**config.mk**
```make
export PLATFORM = sky130hd
export DESIGN_NAME = i2c_slave_responder
export DESIGN_NICKNAME = d
export VERILOG_FILES = /design/src/rtl/i2c_globals_pkg.sv /design/src/rtl/i2c_line_sync.sv /design/src/rtl/i2c_slave_responder.sv
export SDC_FILE = /design/constraint.sdc
export NUM_CORES = 1
export LEC_CHECK = 0
export ABC_AREA = 1
export CAP_MARGIN = 20
export CORE_MARGIN = 2
export CORE_UTILIZATION = 40
export DETAILED_ROUTE_END_ITERATION = 10
export GPL_ROUTABILITY_DRIVEN = 0
export GPL_TIMING_DRIVEN = 0
export HOLD_SLACK_MARGIN = 0.12
export PLACE_DENSITY = 0.55
export SKIP_LAST_GASP = 1
export SLEW_MARGIN = 5
export SYNTH_ARGS = -nofsm -noshare
export SYNTH_HDL_FRONTEND = slang
export SYNTH_SLANG_ARGS = --single-unit
```
**constraint.sdc**
```tcl
create_clock -name pclk -period 3.39 [get_ports pclk]
set_input_delay 0.678 -clock pclk [delete_from_list [all_inputs] [get_ports pclk]]
set_output_delay 0.678 -clock pclk [all_outputs]
set_load 0.01 [all_outputs]
```
**src/rtl/i2c_globals_pkg.sv**
```systemverilog
// Shared I2C constants and types for the master-side transfers and the target responder.
package i2c_globals_pkg;

   localparam int DATA_LENGTH                = 8;
   localparam int REGISTER_ADDRESS_WIDTH     = 8;
   localparam int SLAVE_ADDRESS_WIDTH_7_BITS = 7;

   typedef enum logic {
      WRITE = 1'b0,
      READ  = 1'b1
   } read_write_e;

   typedef enum logic [3:0] {
      IDLE,
      ADDR,
      ADDR_ACK,
      REG,
      REG_ACK,
      WDATA,
      WDATA_ACK,
      RDATA,
      RD_ACK,
      WAIT_STOP
   } i2c_slave_state_e;

endpackage

```
**src/rtl/i2c_line_sync.sv**
```systemverilog
// Synchronizes the pad SCL/SDA into pclk and decodes SCL edges plus START/STOP conditions.
module i2c_line_sync #(
   parameter int SYNC_STAGES = 2
) (
   input  logic pclk,
   input  logic areset_n,
   input  logic scl_i,
   input  logic sda_i,
   output logic scl_rise,
   output logic scl_fall,
   output logic start_det,
   output logic stop_det,
   output logic sda_s
);

   logic [SYNC_STAGES-1:0] r_scl_sync;
   logic [SYNC_STAGES-1:0] r_sda_sync;
   logic                   r_scl_d;
   logic                   r_sda_d;
   logic                   w_scl_s;
   logic                   w_scl_high;

   // Lines idle high, so the chains reset to 1 to avoid a phantom edge after reset.
   always_ff @(posedge pclk or negedge areset_n) begin
      if (!areset_n) begin
         r_scl_sync <= '1;
         r_sda_sync <= '1;
         r_scl_d    <= 1'b1;
         r_sda_d    <= 1'b1;
      end else begin
         r_scl_sync <= {r_scl_sync[SYNC_STAGES-2:0], scl_i};
         r_sda_sync <= {r_sda_sync[SYNC_STAGES-2:0], sda_i};
         r_scl_d    <= r_scl_sync[SYNC_STAGES-1];
         r_sda_d    <= r_sda_sync[SYNC_STAGES-1];
      end
   end

   assign w_scl_s    = r_scl_sync[SYNC_STAGES-1];
   assign sda_s      = r_sda_sync[SYNC_STAGES-1];
   assign w_scl_high = w_scl_s & r_scl_d;

   assign scl_rise  =  w_scl_s & ~r_scl_d;
   assign scl_fall  = ~w_scl_s &  r_scl_d;
   // SDA transitions only count as START/STOP while SCL is stable high on both samples.
   assign start_det = w_scl_high &  r_sda_d & ~sda_s;
   assign stop_det  = w_scl_high & ~r_sda_d &  sda_s;

endmodule

```
**src/rtl/i2c_slave_responder.sv**
```systemverilog
// I2C target with a register-indexed byte store: register-pointer writes, auto-incrementing reads.
module i2c_slave_responder
   import i2c_globals_pkg::*;
#(
   parameter int REG_DEPTH   = 16,
   parameter int SYNC_STAGES = 2
) (
   input  logic                                  pclk,
   input  logic                                  areset_n,
   input  logic                                  scl_i,
   input  logic                                  sda_i,
   output logic                                  sda_oe,
   input  logic [SLAVE_ADDRESS_WIDTH_7_BITS-1:0] own_addr,
   output logic                                  busy,
   output logic                                  wr_valid,
   output logic [REGISTER_ADDRESS_WIDTH-1:0]     wr_addr,
   output logic [DATA_LENGTH-1:0]                wr_data,
   output logic [7:0]                            nack_count
);

   localparam int PTR_W = $clog2(REG_DEPTH);
   localparam int CNT_W = $clog2(DATA_LENGTH + 1);
   localparam logic [CNT_W-1:0] CNT_FULL = CNT_W'(DATA_LENGTH);

   logic w_scl_rise, w_scl_fall, w_start_det, w_stop_det, w_sda_s;

   i2c_line_sync #(.SYNC_STAGES(SYNC_STAGES)) u_line_sync (
      .pclk      (pclk),
      .areset_n  (areset_n),
      .scl_i     (scl_i),
      .sda_i     (sda_i),
      .scl_rise  (w_scl_rise),
      .scl_fall  (w_scl_fall),
      .start_det (w_start_det),
      .stop_det  (w_stop_det),
      .sda_s     (w_sda_s)
   );

   i2c_slave_state_e             r_state, w_state;
   logic [CNT_W-1:0]             r_bit_cnt, w_bit_cnt;
   logic [DATA_LENGTH-1:0]       r_shift, w_shift;
   logic [PTR_W-1:0]             r_ptr, w_ptr;
   logic                         r_sda_oe, w_sda_oe;
   logic                         r_busy, w_busy;
   logic                         r_wr_valid, w_wr_valid;
   logic                         w_nack_inc;
   logic [REGISTER_ADDRESS_WIDTH-1:0] r_wr_addr;
   logic [DATA_LENGTH-1:0]       r_wr_data;
   logic [7:0]                   r_nack_count;
   logic [DATA_LENGTH-1:0]       r_store [REG_DEPTH];
   logic [DATA_LENGTH-1:0]       w_rd_byte;
   logic                         w_addr_match;

   assign w_rd_byte    = r_store[r_ptr];
   assign w_addr_match = (r_shift[DATA_LENGTH-1 -: SLAVE_ADDRESS_WIDTH_7_BITS] == own_addr);

   always_ff @(posedge pclk or negedge areset_n) begin
      if (!areset_n) begin
         r_state      <= IDLE;
         r_bit_cnt    <= '0;
         r_shift      <= '0;
         r_ptr        <= '0;
         r_sda_oe     <= 1'b0;
         r_busy       <= 1'b0;
         r_wr_valid   <= 1'b0;
         r_wr_addr    <= '0;
         r_wr_data    <= '0;
         r_nack_count <= '0;
         // NOTE: the store is reset because reads of never-written registers must return 0.
         r_store      <= '{default: '0};
      end else begin
         // NOTE: non-blocking assignments so every register samples the pre-edge values.
         r_state    <= w_state;
         r_bit_cnt  <= w_bit_cnt;
         r_shift    <= w_shift;
         r_ptr      <= w_ptr;
         r_sda_oe   <= w_sda_oe;
         r_busy     <= w_busy;
         r_wr_valid <= w_wr_valid;
         if (w_wr_valid) begin
            r_store[r_ptr] <= r_shift;
            r_wr_addr      <= REGISTER_ADDRESS_WIDTH'(r_ptr);
            r_wr_data      <= r_shift;
         end
         if (w_nack_inc && r_nack_count != 8'hFF) begin
            r_nack_count <= r_nack_count + 8'd1;
         end
      end
   end

   always_comb begin
      // NOTE: every next value defaults to its register first so no latch is inferred.
      w_state    = r_state;
      w_bit_cnt  = r_bit_cnt;
      w_shift    = r_shift;
      w_ptr      = r_ptr;
      w_sda_oe   = r_sda_oe;
      w_busy     = r_busy;
      w_wr_valid = 1'b0;
      w_nack_inc = 1'b0;

      if (w_stop_det) begin
         w_state  = IDLE;
         w_sda_oe = 1'b0;
         w_busy   = 1'b0;
      end else if (w_start_det) begin
         w_state   = ADDR;
         w_sda_oe  = 1'b0;
         w_bit_cnt = '0;
      end else begin
         case (r_state)
            ADDR, REG, WDATA: begin
               if (w_scl_rise && r_bit_cnt != CNT_FULL) begin
                  w_shift   = {r_shift[DATA_LENGTH-2:0], w_sda_s};
                  w_bit_cnt = r_bit_cnt + CNT_W'(1);
               end else if (w_scl_fall && r_bit_cnt == CNT_FULL) begin
                  // Byte complete: the ACK slot opens on this same SCL fall.
                  w_bit_cnt = '0;
                  w_sda_oe  = 1'b1;
                  if (r_state == ADDR) begin
                     if (w_addr_match) begin
                        w_state = ADDR_ACK;
                        w_busy  = 1'b1;
                     end else begin
                        w_state  = WAIT_STOP;
                        w_sda_oe = 1'b0;
                     end
                  end else if (r_state == REG) begin
                     w_state = REG_ACK;
                     w_ptr   = r_shift[PTR_W-1:0];
                  end else begin
                     w_state    = WDATA_ACK;
                     w_wr_valid = 1'b1;
                     w_ptr      = r_ptr + PTR_W'(1);
                  end
               end
            end
            ADDR_ACK: begin
               if (w_scl_fall) begin
                  w_bit_cnt = '0;
                  if (read_write_e'(r_shift[0]) == READ) begin
                     w_state  = RDATA;
                     w_shift  = w_rd_byte;
                     w_sda_oe = ~w_rd_byte[DATA_LENGTH-1];
                  end else begin
                     w_state  = REG;
                     w_sda_oe = 1'b0;
                  end
               end
            end
            REG_ACK, WDATA_ACK: begin
               if (w_scl_fall) begin
                  w_state   = WDATA;
                  w_sda_oe  = 1'b0;
                  w_bit_cnt = '0;
               end
            end
            RDATA: begin
               if (w_scl_rise && r_bit_cnt != CNT_FULL) begin
                  w_bit_cnt = r_bit_cnt + CNT_W'(1);
               end else if (w_scl_fall) begin
                  if (r_bit_cnt == CNT_FULL) begin
                     w_state   = RD_ACK;
                     w_sda_oe  = 1'b0;
                     w_ptr     = r_ptr + PTR_W'(1);
                     w_bit_cnt = '0;
                  end else begin
                     w_shift  = {r_shift[DATA_LENGTH-2:0], 1'b0};
                     w_sda_oe = ~r_shift[DATA_LENGTH-2];
                  end
               end
            end
            RD_ACK: begin
               if (w_scl_rise) begin
                  if (w_sda_s) begin
                     w_state    = WAIT_STOP;
                     w_nack_inc = 1'b1;
                  end else begin
                     w_bit_cnt = CNT_W'(1);
                  end
               end else if (w_scl_fall && r_bit_cnt == CNT_W'(1)) begin
                  w_state   = RDATA;
                  w_shift   = w_rd_byte;
                  w_sda_oe  = ~w_rd_byte[DATA_LENGTH-1];
                  w_bit_cnt = '0;
               end
            end
            default: ;
         endcase
      end
   end

   assign sda_oe     = r_sda_oe;
   assign busy       = r_busy;
   assign wr_valid   = r_wr_valid;
   assign wr_addr    = r_wr_addr;
   assign wr_data    = r_wr_data;
   assign nack_count = r_nack_count;

endmodule

```
-- Word level (Yosys, flattened, before mapping)
Index checks and enable logic that the tools add are counted.
- bits in registers: 177
- input port bits: 11
- output and inout bits: 27
- logic and storage cells: 204
- add/sub/neg operators: 3
- order comparisons: 2
- eq/ne operators: 44
- multiplexer cells: 85
- bitwise logic cells: 16
- reduce and logical (&&, ||, !) cells: 23
- operator list (kind ; number):
    128-bit bitwise mux ; 1
    4-bit two-way mux ; 31
    8-bit two-way mux ; 11
    4-bit by 2-bit inequality test with 1-bit output (second input constant) ; 9
    1-bit two-way mux ; 33
    8-bit binary-select mux with 4-bit select ; 1
    8-bit demux with 4-bit select ; 1
    8-bit case mux with 4 select lines ; 1
    2-bit inequality test (second input constant) ; 13
    4-bit by 3-bit inequality test with 1-bit output (second input constant) ; 5
    4-bit case mux with 5 select lines ; 1
    10-bit AND reduction ; 2
    9-bit AND reduction ; 2
    4-bit by 3-bit == test with 1-bit output (second input constant) ; 4
    4-bit case mux with 4 select lines ; 1
    11-bit AND reduction ; 1
    2-bit nonzero test ; 5
    4-bit by 1-bit adder with 4-bit output (second input constant) ; 2
    8-bit by 1-bit adder with 8-bit output (second input constant) ; 1
    4-bit by 1-bit == test with 1-bit output (second input constant) ; 2
    4-bit by 2-bit == test with 1-bit output (second input constant) ; 2
    4-bit == test (second input constant) ; 2
    8-bit inequality test (second input constant) ; 1
    1-bit inverter ; 8
    22 further kinds ; 33

-- Longest topological paths before layout
- depth after elaboration: 10
- mapped depth: 14
- mapped depth without buffers: 13

-- Modules after synthesis
Synthesis repeated with hierarchy kept, for this count alone.
- cell total of the unflattened synthesis: 1164
- area, all modules: 9392.8 um^2
- modules (own cells, without submodules) (module ; times used ; cells an instance ; area an instance (um^2) ; seq. area each (um^2)):
    i2c_slave_responder ; 1 ; 1147 ; 9193.8 ; 4279.1
    i2c_line_sync ; 1 ; 17 ; 198.9 ; 157.7

-- Worst setup path after synthesis
No wires, ideal clock.
- path kind: reg2reg
- from: register r_ptr[1]
- to: register r_store[61] (netlist name)
- setup time: 0.132 ns
- data arrival time: 1.721 ns
- data required time: 3.258 ns
- setup slack: 1.537 ns
- stages on the path, launching flop included: 11
- buffers on the path: 3
- period minus slack after synthesis: 1.853 ns
- cell sequence: dfrtp_1 -> buf_2 -> clkinv_1 -> clkbuf_1 -> ha_1 -> inv_1 -> nor2_8 -> nand2_4 -> buf_6 -> nand2_1 -> o21ai_2
- longest elaborated chain between the ends: 6
- elaborated cells between the ends (all ways): 7
- classes of those cells: 2 x order compare; 3 x mux; 1 x bitwise; 1 x reduce/logical
- ends and longest elaborated chain (item ; line ; text):
    from (decl) ; i2c_slave_responder.sv:42 ; logic [PTR_W-1:0] r_ptr, w_ptr;
    from (signal assigned) ; i2c_slave_responder.sv:76 ; r_ptr <= w_ptr;
    4-bit inverter with 5-bit output (not written as such) (*) ; i2c_slave_responder.sv:81 ; r_store[r_ptr] <= r_shift;
    5-bit >= comparator (not written as such) / 5-bit by 1-bit less-than comparator with 1-bit output (equally long branches) ; i2c_slave_responder.sv:81 ;
    1-bit logical AND (not written as such) ; i2c_slave_responder.sv:81 ;
    8-bit two-way mux (not written as such) ; i2c_slave_responder.sv:81 ;
    8-bit demux with 4-bit select (*) ; i2c_slave_responder.sv:81 ;
    128-bit bitwise mux (*) ; i2c_slave_responder.sv:81 ;
    to (signal, indexed assignment) ; i2c_slave_responder.sv:81 ;
    to (decl) ; i2c_slave_responder.sv:50 ; logic [DATA_LENGTH-1:0] r_store [REG_DEPTH];
Every way passes the cells marked *; elsewhere a longest branch is shown, timed or not.
A chain may end at the register's enable or synchronous reset.

-- Worst setup path after layout
- from: register r_ptr[1]
- to: register r_shift[4]
- longest elaborated chain between the ends: 7
- elaborated cells between the ends (all ways): 9
- classes of those cells: 8 x mux; 1 x bitwise
- ends and longest elaborated chain (item ; line ; text):
    4-bit inverter with 5-bit output (not written as such) (*) ; i2c_slave_responder.sv:54 ; assign w_rd_byte = r_store[r_ptr];
    8-bit binary-select mux with 4-bit select (*) ; i2c_slave_responder.sv:54 ;
    8-bit two-way mux (not written as such) (*) (2 in series) ; i2c_slave_responder.sv:54 ;
    8-bit two-way mux (on tied branches) ; i2c_slave_responder.sv:181, i2c_slave_responder.sv:141 ;
    8-bit two-way mux (on tied branches) ; i2c_slave_responder.sv:174, i2c_slave_responder.sv:139 ;
    8-bit case mux with 4 select lines (*) ; i2c_slave_responder.sv:111 ; case (r_state)
    to (signal assigned) ; i2c_slave_responder.sv:75 ; r_shift <= w_shift;
    to (decl) ; i2c_slave_responder.sv:41 ; logic [DATA_LENGTH-1:0] r_shift, w_shift;
Every way passes the cells marked *; elsewhere a longest branch is shown, timed or not. The select of a mux whose other input is x is not followed.

==> flow_summary.yaml <==
status:
  status: "complete, no violations"
global_route:
  antenna_found_initial: 0
  grt_first_pass_wirelength_um: 43000
  grt_overflow_total: 0
  grt_max_degree: 93
  grt_pass1_vias: 7814
  grt.total_usage_pct: 22.7
synth:
  synth_edf_count: 0
  ys.flop_type: "dfrtp_1"
  yosys-top-cells-count: "nand2_1 (523), dfrtp_1 (171), inv_1 (123)"
  netlist_area_um2: 9440
  synth.most_common_cell: "nand2_1"
  ys_top_cells_by_area: "dfrtp_1 (45%), nand2_1 (21%), o21ai_1 (5.0%)"
  yosysUniqueCellTypes: 38
  synth_top_area_share_pct: 45.3
  async_flop_share_pct: 100
  synth_warnings: 0
  yosysSeqAreaShare_pct: 47.0
  syn_avg_cell_area_um2: 7.60
  yosys.area.top_type: "dfrtp_1"
  ys_seq_elements: 177
  synthCells: 1242
route:
  drt_iter0_drc: 599
  via_per_inst: 4.86
  drtPass1Iterations: 5
  wl_per_cell_um: 16.2
  wl_um: 26400
  drc: 0
  dr_total_vias: 7917
  ant_nets: 0
die:
  rows: 56
  die_y_um: 158
  core_um2: 23300
  ios: 38
  start_util_pct: 40.5
  die_area_um2: 24800
  die_x_um: 158
clock_tree:
  insertion_delay_ns: 0.45
  cts_hold_buf: 0
  numClockSinks: 177
  htree_levels: 4
  cts_setup_buffers: 0
  cts_buffers: 17
  cts_tree: "yes"
  cts_max_path_buffers: 2
  cts.clk_slew.worst_paths_ns: 0.08
  cts_root_buf: "clkbuf_16"
  cts_resized: 0
cells_and_area:
  fin_nets: 1317
  seqCellArea_um2: 4440
  syn_to_final_growth_pct: 14.6
  num_antenna_cells: 0
  final_cell_area_um2: 10800
  fill_cells: 2396
  multi_input_area_um2: 4150
  finish.utilization_pct: 46.4
  drive_above_1_share_pct: 11.7
worst_setup_path:
  path_delay_family: "buffers and inverters"
  worst-path-buf-inv: 3
  crit_slowest_cell: "dfrtp_1"
  cpPeakStageDelay_ns: 0.40
  worstPathRequired_ns: 3.73
  worstSetupPathType: "register to register"
  worst_setup_path_end_kind: "register"
  cp-start-kind: "register"
  crit_path_cell_trace: "buf_2 > clkinv_1 > clkbuf_1 > nand3_1 > nand2_1 > nand2_1 > nand2_1 > o21ai_0 > nand2_1 > nand2_1 > nand2_1"
  cp_max_fo: 10
  arrival_ns: 2.71
  cp_common_cell: "nand2_1"
flow_run:
  maxCapViolations: 0
place:
  place_area_um2: 10200
  port_buffers: 33
  dp_hpwl_um: 18900
sta:
  skew_ns: 0.0131
  setup_violations: 0
  finalMaxSlewViolations: 0
  relSlewSlack_pct: 37.5
  tightestPinTransition_ns: 0.937
  rsz0062_at_grt: "no"
  period_minus_slack_ns: 2.37
  finalHoldViolCount: 0
  max_freq_mhz: 422
  fin_crit_sh_pct: 70.0
min_path:
  hold_path.class: "input pin to asynchronous set/reset pin"
pwr:
  power_density_nw_per_um2: 528
  total_leakage_power_nw: 5.52
  ir_drop_mv: 0.349
==> flip-flops by register name (all words and copies together), names as in the netlist, 4 cells and up <==
signal / flops
nack_count: 8
r_bit_cnt: 4
r_store: 128
r_shift: 8
wr_addr: 4
r_state: 4
wr_data: 8
r_ptr: 4
==> final cells by class <==
class,instances,area share [%]
Buffer,57,3.46
Clock buffer,17,3.93
Clock inverter,15,1.63
Inverter,130,4.52
Multi-Input combinational cell,881,38.4
Sequential cell,177,41.0
Tap cell,319,3.69
Timing Repair Buffer,34,3.35
==> path summary, 6_finish.rpt <==
path | from | endpoint | slack [ns] | cells past startpoint
setup / recovery | r_ptr[1] | r_shift[4] | 1.02 | 11
hold / removal | areset_n | r_store[77] | 0.26 | 1
setup reg to reg | r_ptr[1] | r_shift[4] | 1.02 | 11
hold reg to reg | u_line_sync.r_scl_sync[0] | u_line_sync.r_scl_sync[1] | 0.36 | 0
max in group asynchronous | areset_n | u_line_sync.r_sda_d | 2.22 | 2
min in group pclk | u_line_sync.r_scl_sync[0] | u_line_sync.r_scl_sync[1] | 0.36 | 0
==> layer usage <==
metal | part of all wire [%] | up-vias | track usage [%]
met2 | 46 | 176 | 36.3
met3 | 4.3 | 28 | 3.86
met1 | 48 | 3740 | 31.8
met4 | 1.7 | 0 | 6.28
met5 | 0 | - | 0
li1 | - | 3973 | -
==> cell usage in the layout, fill, tap and decap left out, drive strengths merged, types with 2 or more instances in the layout <==
cell type / synthesis / layout
conb: 1 / 4
o21ai: 164 / 164
clkbuf: 20 / 37
buf: 37 / 39
inv: 128 / 137
clkinv: 2 / 8
dfstp: 6 / 6
xor2: 2 / 2
nand4: 5 / 5
nand2: 543 / 543
a21oi: 6 / 6
ha: 8 / 8
dfrtp: 171 / 171
a31oi: 3 / 3
or2: 2 / 2
o211ai: 2 / 2
xnor2: 9 / 9
mux2: 2 / 2
nor3: 2 / 2
nor2: 61 / 61
nand3: 66 / 66
clkdlybuf4s50: 0 / 32
==> stage by stage <==
| stage | setup WS [ns] | TNS, ns | hold WS [ns] | instances | total power, mW |
|---|---|---|---|---|---|
| after floorplan | 1.54 | 0 | 0.345 | 1245 | 3.25 |
| after CTS | 1.02 | 0 | 0.297 | 1630 | 5.77 |
| after detailed placement | 0.973 | 0 | 0.347 | 1598 | 3.76 |
| after global placement | -6.11 | -1063.98 | 0.346 | 1597 | 3.75 |
| after global routing | 0.864 | 0 | 0.325 | 1630 | 6.05 |
| final | 1.02 | 0 | 0.257 | 1630 | 5.71 |
==> worst reg2reg max path: stages (launching register included) <==
cell,delay [ns]
dfrtp_1,0.40
buf_2,0.26
clkinv_1,0.25
clkbuf_1,0.37
nand3_1,0.21
nand2_1,0.08
nand2_1,0.08
nand2_1,0.09
o21ai_0,0.30
nand2_1,0.10
nand2_1,0.08
nand2_1,0.05
==> logic make-up (layout without fill, tap and decap cells) <==
logic type | count (synthesis) | in the layout | share of synthesized area (%)
AND/OR/NAND/NOR | 680 | 680 | 30.6
buffers and inverters | 187 | 253 | 9.14
flip-flops | 177 | 177 | 47.0
AO/OA/AOI/OAI | 176 | 176 | 10.9
XOR/XNOR | 11 | 11 | 1.02
adder cells (fa/ha/maj) | 8 | 8 | 1.06
multiplexers | 2 | 2 | 0.239
other | 1 | 4 | 0.0397
==> report_power, final <==
group | internal, mW | total [mW] | switching (mW)
Clock | 1.00 | 2.01 | 1.01
Sequential | 2.20 | 2.32 | 0.113
Combinational | 0.355 | 1.39 | 1.03
Total | 3.56 | 5.71 | 2.15
No activity file was read; power rests on OpenSTA's default activity.
